==> src/rtl/seg_scan_driver.sv <==
// Time-multiplexed driver for common-anode 7-segment digits with double-buffered
// input, leading-zero suppression and anti-ghost anode blanking at each slot start.
module seg_scan_driver #(
  parameter int DIGITS    = 8,
  parameter int SCAN_DIV  = 100000,
  parameter int BLANK_CYC = 1000
) (
  input  logic                  clk,
  input  logic                  rst_n,
  input  logic [4*DIGITS-1:0]   data,
  input  logic [DIGITS-1:0]     dp_in,
  input  logic [DIGITS-1:0]     blank,
  input  logic                  lz_en,
  input  logic                  load,
  output logic [DIGITS-1:0]     an,
  output logic [7:0]            seg,
  output logic                  frame_done
);

  localparam int CW = (SCAN_DIV > 1) ? $clog2(SCAN_DIV) : 1;
  localparam int IW = (DIGITS > 1) ? $clog2(DIGITS) : 1;

  logic [CW-1:0]         cnt_q, cnt_d;
  logic [IW-1:0]         idx_q, idx_d;
  logic [4*DIGITS-1:0]   pendData_q, pendData_d, actData_q, actData_d;
  logic [DIGITS-1:0]     pendDp_q, pendDp_d, actDp_q, actDp_d;
  logic [DIGITS-1:0]     pendBlank_q, pendBlank_d, actBlank_q, actBlank_d;
  logic                  pendFlag_q, pendFlag_d;
  logic [DIGITS-1:0]     an_q, an_d;
  logic [7:0]            seg_q, seg_d;
  logic                  frameDone_q, frameDone_d;

  logic                  lastCnt, frameWrap, seen, curDp, curBlank, curSup;
  logic [3:0]            curCode;
  logic [DIGITS-1:0]     suppress;

  // Segment patterns g..a, active low.
  function automatic logic [6:0] decode(input logic [3:0] code);
    case (code)
      4'h0: decode = 7'h40;
      4'h1: decode = 7'h79;
      4'h2: decode = 7'h24;
      4'h3: decode = 7'h30;
      4'h4: decode = 7'h19;
      4'h5: decode = 7'h12;
      4'h6: decode = 7'h02;
      4'h7: decode = 7'h78;
      4'h8: decode = 7'h00;
      4'h9: decode = 7'h18;
      4'hA: decode = 7'h08;
      4'hB: decode = 7'h03;
      4'hC: decode = 7'h46;
      4'hD: decode = 7'h21;
      4'hE: decode = 7'h06;
      default: decode = 7'h0E;
    endcase
  endfunction

  always_comb begin
    lastCnt   = (cnt_q == CW'(SCAN_DIV - 1));
    frameWrap = lastCnt && (idx_q == IW'(DIGITS - 1));
    cnt_d     = lastCnt ? '0 : cnt_q + 1'b1;
    idx_d     = idx_q;
    if (lastCnt) idx_d = frameWrap ? '0 : idx_q + 1'b1;

    pendData_d  = pendData_q;
    pendDp_d    = pendDp_q;
    pendBlank_d = pendBlank_q;
    pendFlag_d  = pendFlag_q;
    actData_d   = actData_q;
    actDp_d     = actDp_q;
    actBlank_d  = actBlank_q;
    // Commit uses the registered pending copy, so a load in the wrap cycle waits a frame.
    if (frameWrap && pendFlag_q) begin
      actData_d  = pendData_q;
      actDp_d    = pendDp_q;
      actBlank_d = pendBlank_q;
      pendFlag_d = 1'b0;
    end
    if (load) begin
      pendData_d  = data;
      pendDp_d    = dp_in;
      pendBlank_d = blank;
      pendFlag_d  = 1'b1;
    end
  end

  always_comb begin
    seen     = 1'b0;
    suppress = '0;
    curCode  = 4'h0;
    curDp    = 1'b0;
    curBlank = 1'b0;
    curSup   = 1'b0;
    an_d     = '1;
    // Walk from the most significant digit down until a nonzero code or a dp appears.
    for (int i = DIGITS - 1; i >= 0; i--) begin
      seen        = seen | (actData_q[4*i +: 4] != 4'h0) | actDp_q[i];
      suppress[i] = lz_en && (i != 0) && !seen;
    end
    for (int i = 0; i < DIGITS; i++) begin
      if (idx_q == IW'(i)) begin
        curCode  = actData_q[4*i +: 4];
        curDp    = actDp_q[i];
        curBlank = actBlank_q[i];
        curSup   = suppress[i];
      end
      an_d[i] = !((cnt_q >= CW'(BLANK_CYC)) && (idx_q == IW'(i)));
    end
    seg_d = {~curDp, decode(curCode)};
    if (curBlank || curSup) seg_d = 8'hFF;
    frameDone_d = frameWrap;
  end

  always_ff @(posedge clk or negedge rst_n) begin
    if (!rst_n) begin
      cnt_q       <= '0;
      idx_q       <= '0;
      pendData_q  <= '0;
      pendDp_q    <= '0;
      pendBlank_q <= '0;
      pendFlag_q  <= 1'b0;
      actData_q   <= '0;
      actDp_q     <= '0;
      actBlank_q  <= '0;
      an_q        <= '1;
      seg_q       <= 8'hFF;
      frameDone_q <= 1'b0;
    end else begin
      cnt_q       <= cnt_d;
      idx_q       <= idx_d;
      pendData_q  <= pendData_d;
      pendDp_q    <= pendDp_d;
      pendBlank_q <= pendBlank_d;
      pendFlag_q  <= pendFlag_d;
      actData_q   <= actData_d;
      actDp_q     <= actDp_d;
      actBlank_q  <= actBlank_d;
      an_q        <= an_d;
      seg_q       <= seg_d;
      frameDone_q <= frameDone_d;
    end
  end

  assign an         = an_q;
  assign seg        = seg_q;
  assign frame_done = frameDone_q;

endmodule

==> config.mk <==
export PLATFORM = sky130hd
export DESIGN_NAME = seg_scan_driver
export DESIGN_NICKNAME = d
export VERILOG_FILES = /design/src/rtl/seg_scan_driver.sv
export SDC_FILE = /design/constraint.sdc
export NUM_CORES = 1
export LEC_CHECK = 0
export CAP_MARGIN = 20
export CORE_MARGIN = 3
export CORE_UTILIZATION = 39
export DETAILED_ROUTE_END_ITERATION = 10
export GPL_ROUTABILITY_DRIVEN = 0
export GPL_TIMING_DRIVEN = 0
export SLEW_MARGIN = 20
export SYNTH_ARGS = -nofsm -noshare
export SYNTH_HDL_FRONTEND = slang
export SYNTH_SLANG_ARGS = --single-unit
==> constraint.sdc <==
create_clock -name clk -period 4.5 [get_ports clk]
set_input_delay 0.9 -clock clk [delete_from_list [all_inputs] [get_ports clk]]
set_output_delay 0.9 -clock clk [all_outputs]
set_load 0.05 [all_outputs]
==> run summary <==
Min Hold Slack: 427 ps
chip width: 131 um
reg-to-reg slack, setup: 810 ps
Post-Synth XOR/XNOR Area: 0.0217
number of global-route vias before repair: 4044
first-pass GRT wire length: 21600 um
commonest non-fill, non-tap cell in the layout: dfrtp_1
static leakage: 3.38 nW
post-route ant nets: 0
Tot GR Track Use: 0.164
Max clock buf depth: 2
Pre-antenna DRT Iters: 4
Yosys warning count: 0
Clock Skew: 5.17 ps
commonest non-fill, non-tap cells in the layout: dfrtp_1 (118), mux2_2 (78), clkdlybuf4s50_1 (66)
RSZ-0062 raised after global routing: false
register area: 0.00337 sq mm
FF-to-FF path depth: 12
worst min path class: in -> async
FILL cells: 1316
DR vias: 4071
Final min period: 3690 ps
synthesized net count: 549
DR iter-0 viols: 304
Simple-Gate Fraction of Synth Area: 0.101
Synth Cell Area: 0.00606 sq mm
Post-DP HPWL: 9330 um
largest net degree at the start of global routing: 70
initial antenna violation count: 0
Reg clk slew, reported paths: 60 ps
status: finished, final reports clean
Layout Area Growth over Synthesis: 25.5%
Multi-input gate area: 0.00251 sq mm
FMAX: 271 MHz
vias per cell: 5.31
Final period util: 0.821
Synth Register Bits: 134
layout cells sized above 1: 0.269
final wirelength: 12900 um
Rows: 44
top cells by area, synth: dfrtp_1 (49%), mux2_2 (15%), dfstp_2 (6.9%)
die area: 0.0171 sq mm
Post-Syn Area per Cell: 12.5 sq um
TritonCTS clock tree: built
CP startpoint: idx_q[2]$_DFFE_PN0P_
Max Transition Viols Final: 0
Core ar.: 0.0149 sq mm
Skew-Pair Late Insertion Delay: 420 ps
drt wl/cell: 16.8 um
CP endpoint kind: flip-flop
nets@finish: 636
Tightest Pin Transition: 698 ps
CP required: 4820 ps
Reg2Reg Launch Point: idx_q[2]$_DFFE_PN0P_
Post-Synth Adder-Cell Area: 0.0269
PwrDens: 373 mW/mm^2
Rel. slew slack: 0.534
Max-Cap Viols: 0
crit path launch type: flip-flop
post-synth cell types: 47
die height: 131 um
Ant. Diodes: 0
Setup Buffers After CTS: 0
crit-path max FO: 10
H-tree Lvls: 4
port bufs: 67
crit path kind: reg -> reg
largest family of logic cells by synthesized area: multiplexers
Starting Density: 0.407
# setup viols final: 0
GR Overflow Total: 0
CTS Hold Buffers Added: 0
top cell type's share of synthesized area: 0.488
Final Hold Fails: 0
clk root buf: clkbuf_16
worst reg2reg path endpoint: seg[3]$_DFF_PN1_
largest area contributor in the synthesized netlist: dfrtp_1
drc violations: 0
worst vdd ir: 253 uV
post-synthesis compound-gate area fraction: 0.0669
Num CTS Buffers: 17
CTS sink cnt: 134
Power, Total: 2.83 mW
I/O Pins: 69
sequential fraction of the synthesis area: 0.557
post-CTS sizing: 0
cell count after synthesis: 484
mux contribution to synthesized area: 0.198
crit path DAT: 4020 ps
==> metal layers <==
| metal | track usage | up-vias | routed length (um) |
|---|---|---|---|
| met1 | 0.227 | 2052 | 6020 |
| met2 | 0.249 | 105 | 6070 |
| li1 | - | 1899 | - |
| met3 | 0.0447 | 15 | 600 |
| met4 | 0.0629 | 0 | 199 |
| met5 | 0 | - | 0 |
==> power breakdown <==
part	total [mW]	internal, mW	switching [mW]	leakage (nW)
combinational	0.130	0.0810	0.0490	1.40
clock	1.43	0.918	0.512	0.294
sequential	1.27	1.25	0.0236	1.69
total	2.83	2.25	0.584	3.38
==> cell type report <==
class / count / area share
buffer: 22 / 0.0135
tap: 184 / 0.0303
clock buffer: 17 / 0.0560
sequential: 134 / 0.444
inverter: 18 / 0.00889
timing repair buffer: 68 / 0.0925
clock inverter: 14 / 0.0244
multi-input combinational: 310 / 0.331
==> Yosys cell counts, drive strengths merged <==
library cell and n:
a211o 1, a211oi 6, a21o 3, a21oi 16, a221oi 6, a31oi 2, and2 2, and3 1
buf 9, clkbuf 13, dfrtp 118, dfstp 16, ha 13, inv 18, mux2 98, mux2i 2
nand2 28, nand2b 2, nand3 20, nand3b 1, nand4 3, nand4b 1, nor2 24, nor2b 10
nor3 9, nor3b 1, nor4 8, o211ai 4, o21ai 17, o221ai 2, o22ai 3, o311ai 2
o31ai 2, or2 1, or3 2, or4 4, or4b 1, xnor2 5, xor2 10
==> per-stage QoR <==
| step | std cells | instance area, sq um | setup WS (ps) | setup TNS (ps) | util |
|---|---|---|---|---|---|
| 5_1_grt | 767 | 7600 | 473 | 0 | 0.511 |
| 3_3_place_gp | 735 | 6960 | -2600 | -321440 | 0.468 |
| 2_1_floorplan | 484 | 6060 | 1660 | 0 | - |
| 4_1_cts | 767 | 7600 | 880 | 0 | 0.511 |
| 6_report | 767 | 7600 | 807 | 0 | 0.511 |
| 3_5_place_dp | 736 | 6990 | 906 | 0 | 0.470 |
==> logic make-up (layout without fill, tap and decap cells) <==
group           count (synthesis)  count (layout)
mux                           100             100
compound gates                 64              64
buf+inv                        40             139
simple gates                  118             118
xor+xnor                       15              15
fa+ha+maj                      13              13
flops                         134             134
==> how the worst max path moves through the flow <==
| stage | end | slack (ps) | cells past startpoint |
|---|---|---|---|
| global placement | pendBlank_q[3]$_DFFE_PN0P_ | -2600 | 1 |
| floorplan | seg[3]$_DFF_PN1_ | 1660 | 12 |
| detailed placement | seg[3]$_DFF_PN1_ | 910 | 12 |
| finish | seg[3]$_DFF_PN1_ | 810 | 12 |
| CTS | seg[3]$_DFF_PN1_ | 880 | 13 |
| global route | seg[3]$_DFF_PN1_ | 470 | 13 |
==> sequential cells by signal, summed over array words and instances, names as in the netlist <==
signal,flops
actBlank_q,8
actData_q,32
idx_q,3
pendDp_q,8
an,8
pendData_q,32
seg,8
pendFlag_q,1
frame_done,1
cnt_q,17
pendBlank_q,8
actDp_q,8
==> critical path, cell delays in order, from the launching register on <==
cell	delay [ps]
dfrtp_1	460
inv_1	80
clkbuf_1	250
ha_1	330
or2_2	330
o311ai_0	540
a21oi_1	180
a21oi_1	420
inv_1	160
ha_1	360
nor2_1	170
a211oi_1	80
o31ai_1	250
No activity file was read; power rests on OpenSTA's default activity.
==> RTL change: new RTL, config.mk and constraints unchanged <==
Register the output `an` once more, with the module's reset; this adds one clock of latency there. The other outputs are not delayed to match.
--- a/src/rtl/seg_scan_driver.sv
+++ b/src/rtl/seg_scan_driver.sv
@@ -142,7 +142,13 @@
     end
   end
 
-  assign an         = an_q;
+  always_ff @(posedge clk or negedge rst_n) begin
+    if (!rst_n) begin
+      an <= '0;
+    end else begin
+      an <= an_q;
+    end
+  end
   assign seg        = seg_q;
   assign frame_done = frameDone_q;
 
Behaviour: not the same (Yosys sat finds a counterexample within 4 cycles, from zero or initial values and one cycle with rst_n low).
==> RTL change against the unedited design <==
- wire length up 1.7%
- worst hold slack worse by 0.039 ns
- clock power up 10%
- worst setup slack worse by 0.052 ns
- non-clock buffer count unchanged
- cell area up 3.9%
- sequential cell count up 8
- power up 7.9%
- synthesized area up 3.3%
- critical endpoint unchanged
- largest power group unchanged
==> RTL change: results (changes against the unedited design) <==
status=completed; HP Class=flop to flop; Setup WS pre-CTS=0.8075 ns (-0.09822 ns); Vias per Instance=5.098 (-3.9%); syn_nets=557 (+1.5%); P_leak=3.489 nW (+3.2%); syn avg cell area=12.72 µm² (+1.6%); Worst EP arrival=4.06 ns (+0.04 ns); Iter 0 DRT Violations=319 (+4.9%); Worst Skew=0.01078 ns (+0.005611 ns); peak supply drop=0.2753 mV (+8.6%); layout cell share with drive strength beyond 1=26.35% (-0.58 points); Vias=4,094 (+0.56%); worst hold margin=0.3881 ns (-0.03858 ns); placed cell area=7223 µm² (+3.3%); Switching Power=0.5871 mW (+0.52%); Post-DP HPWL=9571 µm (+2.6%); largest net degree at the start of global routing=81 (+16%); Achievable Freq=267.0 MHz (-1.4%); met1 usage=20.94% (-1.7 points); first-pass GRT wire length=22,330 µm (+3.5%); actual slew at the worst max-slew pin=0.6740 ns (-0.02454 ns); top cells by count, synth=126 x dfrtp_1, 78 x mux2_2, 28 x nand2_1; GRT Resource Usage Total=15.97% (-0.47 points); routed wl met3=498 µm (-17%); CP max stage delay=0.51 ns (-0.03 ns); xor-xnor portion of the synthesized cell area=2.100% (-0.069 points); DR WL met2=6352 µm (+4.6%); met2 Track Usage GR=25.41% (+0.49 points); routed len/inst=16.32 µm (-2.9%); Post-Synth Adder-Cell Area=2.600% (-0.086 points); mux share of post-synthesis cell area=19.16% (-0.63 points); Synth Area in Compound Gates=6.480% (-0.21 points); sequential area share after synthesis=57.12% (+1.4 points); layout net count=644 (+1.3%); wire length on met1=6106 µm (+1.4%); vias in the first global route=4,273 (+5.7%)
-- RTL change: cell count changes in the layout (fill, tap and decap cells not counted) --
cell,delta
bufinv_16,+2
clkinvlp_4,-3
clkbuf_8,+2
dfrtp_1,+8
clkinv_2,-2
clkbuf_1,+2
-- RTL change: cell type report --
type / count / area, µm²
plain buffers: 22 / 102.6
clock inverters: 11 / 212.7
clock buffers: 21 / 460.4
well taps: 211 / 264.0
fillers: 1347 / 7531
repair buffers: 68 / 703.2
multi-input cells: 310 / 2512
inverters: 18 / 67.56
flip-flops and latches: 142 / 3573
-- RTL change: power groups by stage --
stage	logic, mW	clock network, mW	registers, mW
5_1_grt	0.144	1.67	1.35
3_3_place_gp	0.126	0	1.37
3_5_place_dp	0.135	0	1.37
6_report	0.131	1.58	1.35
2_1_floorplan	0.0538	0	1.36
4_1_cts	0.135	1.61	1.35
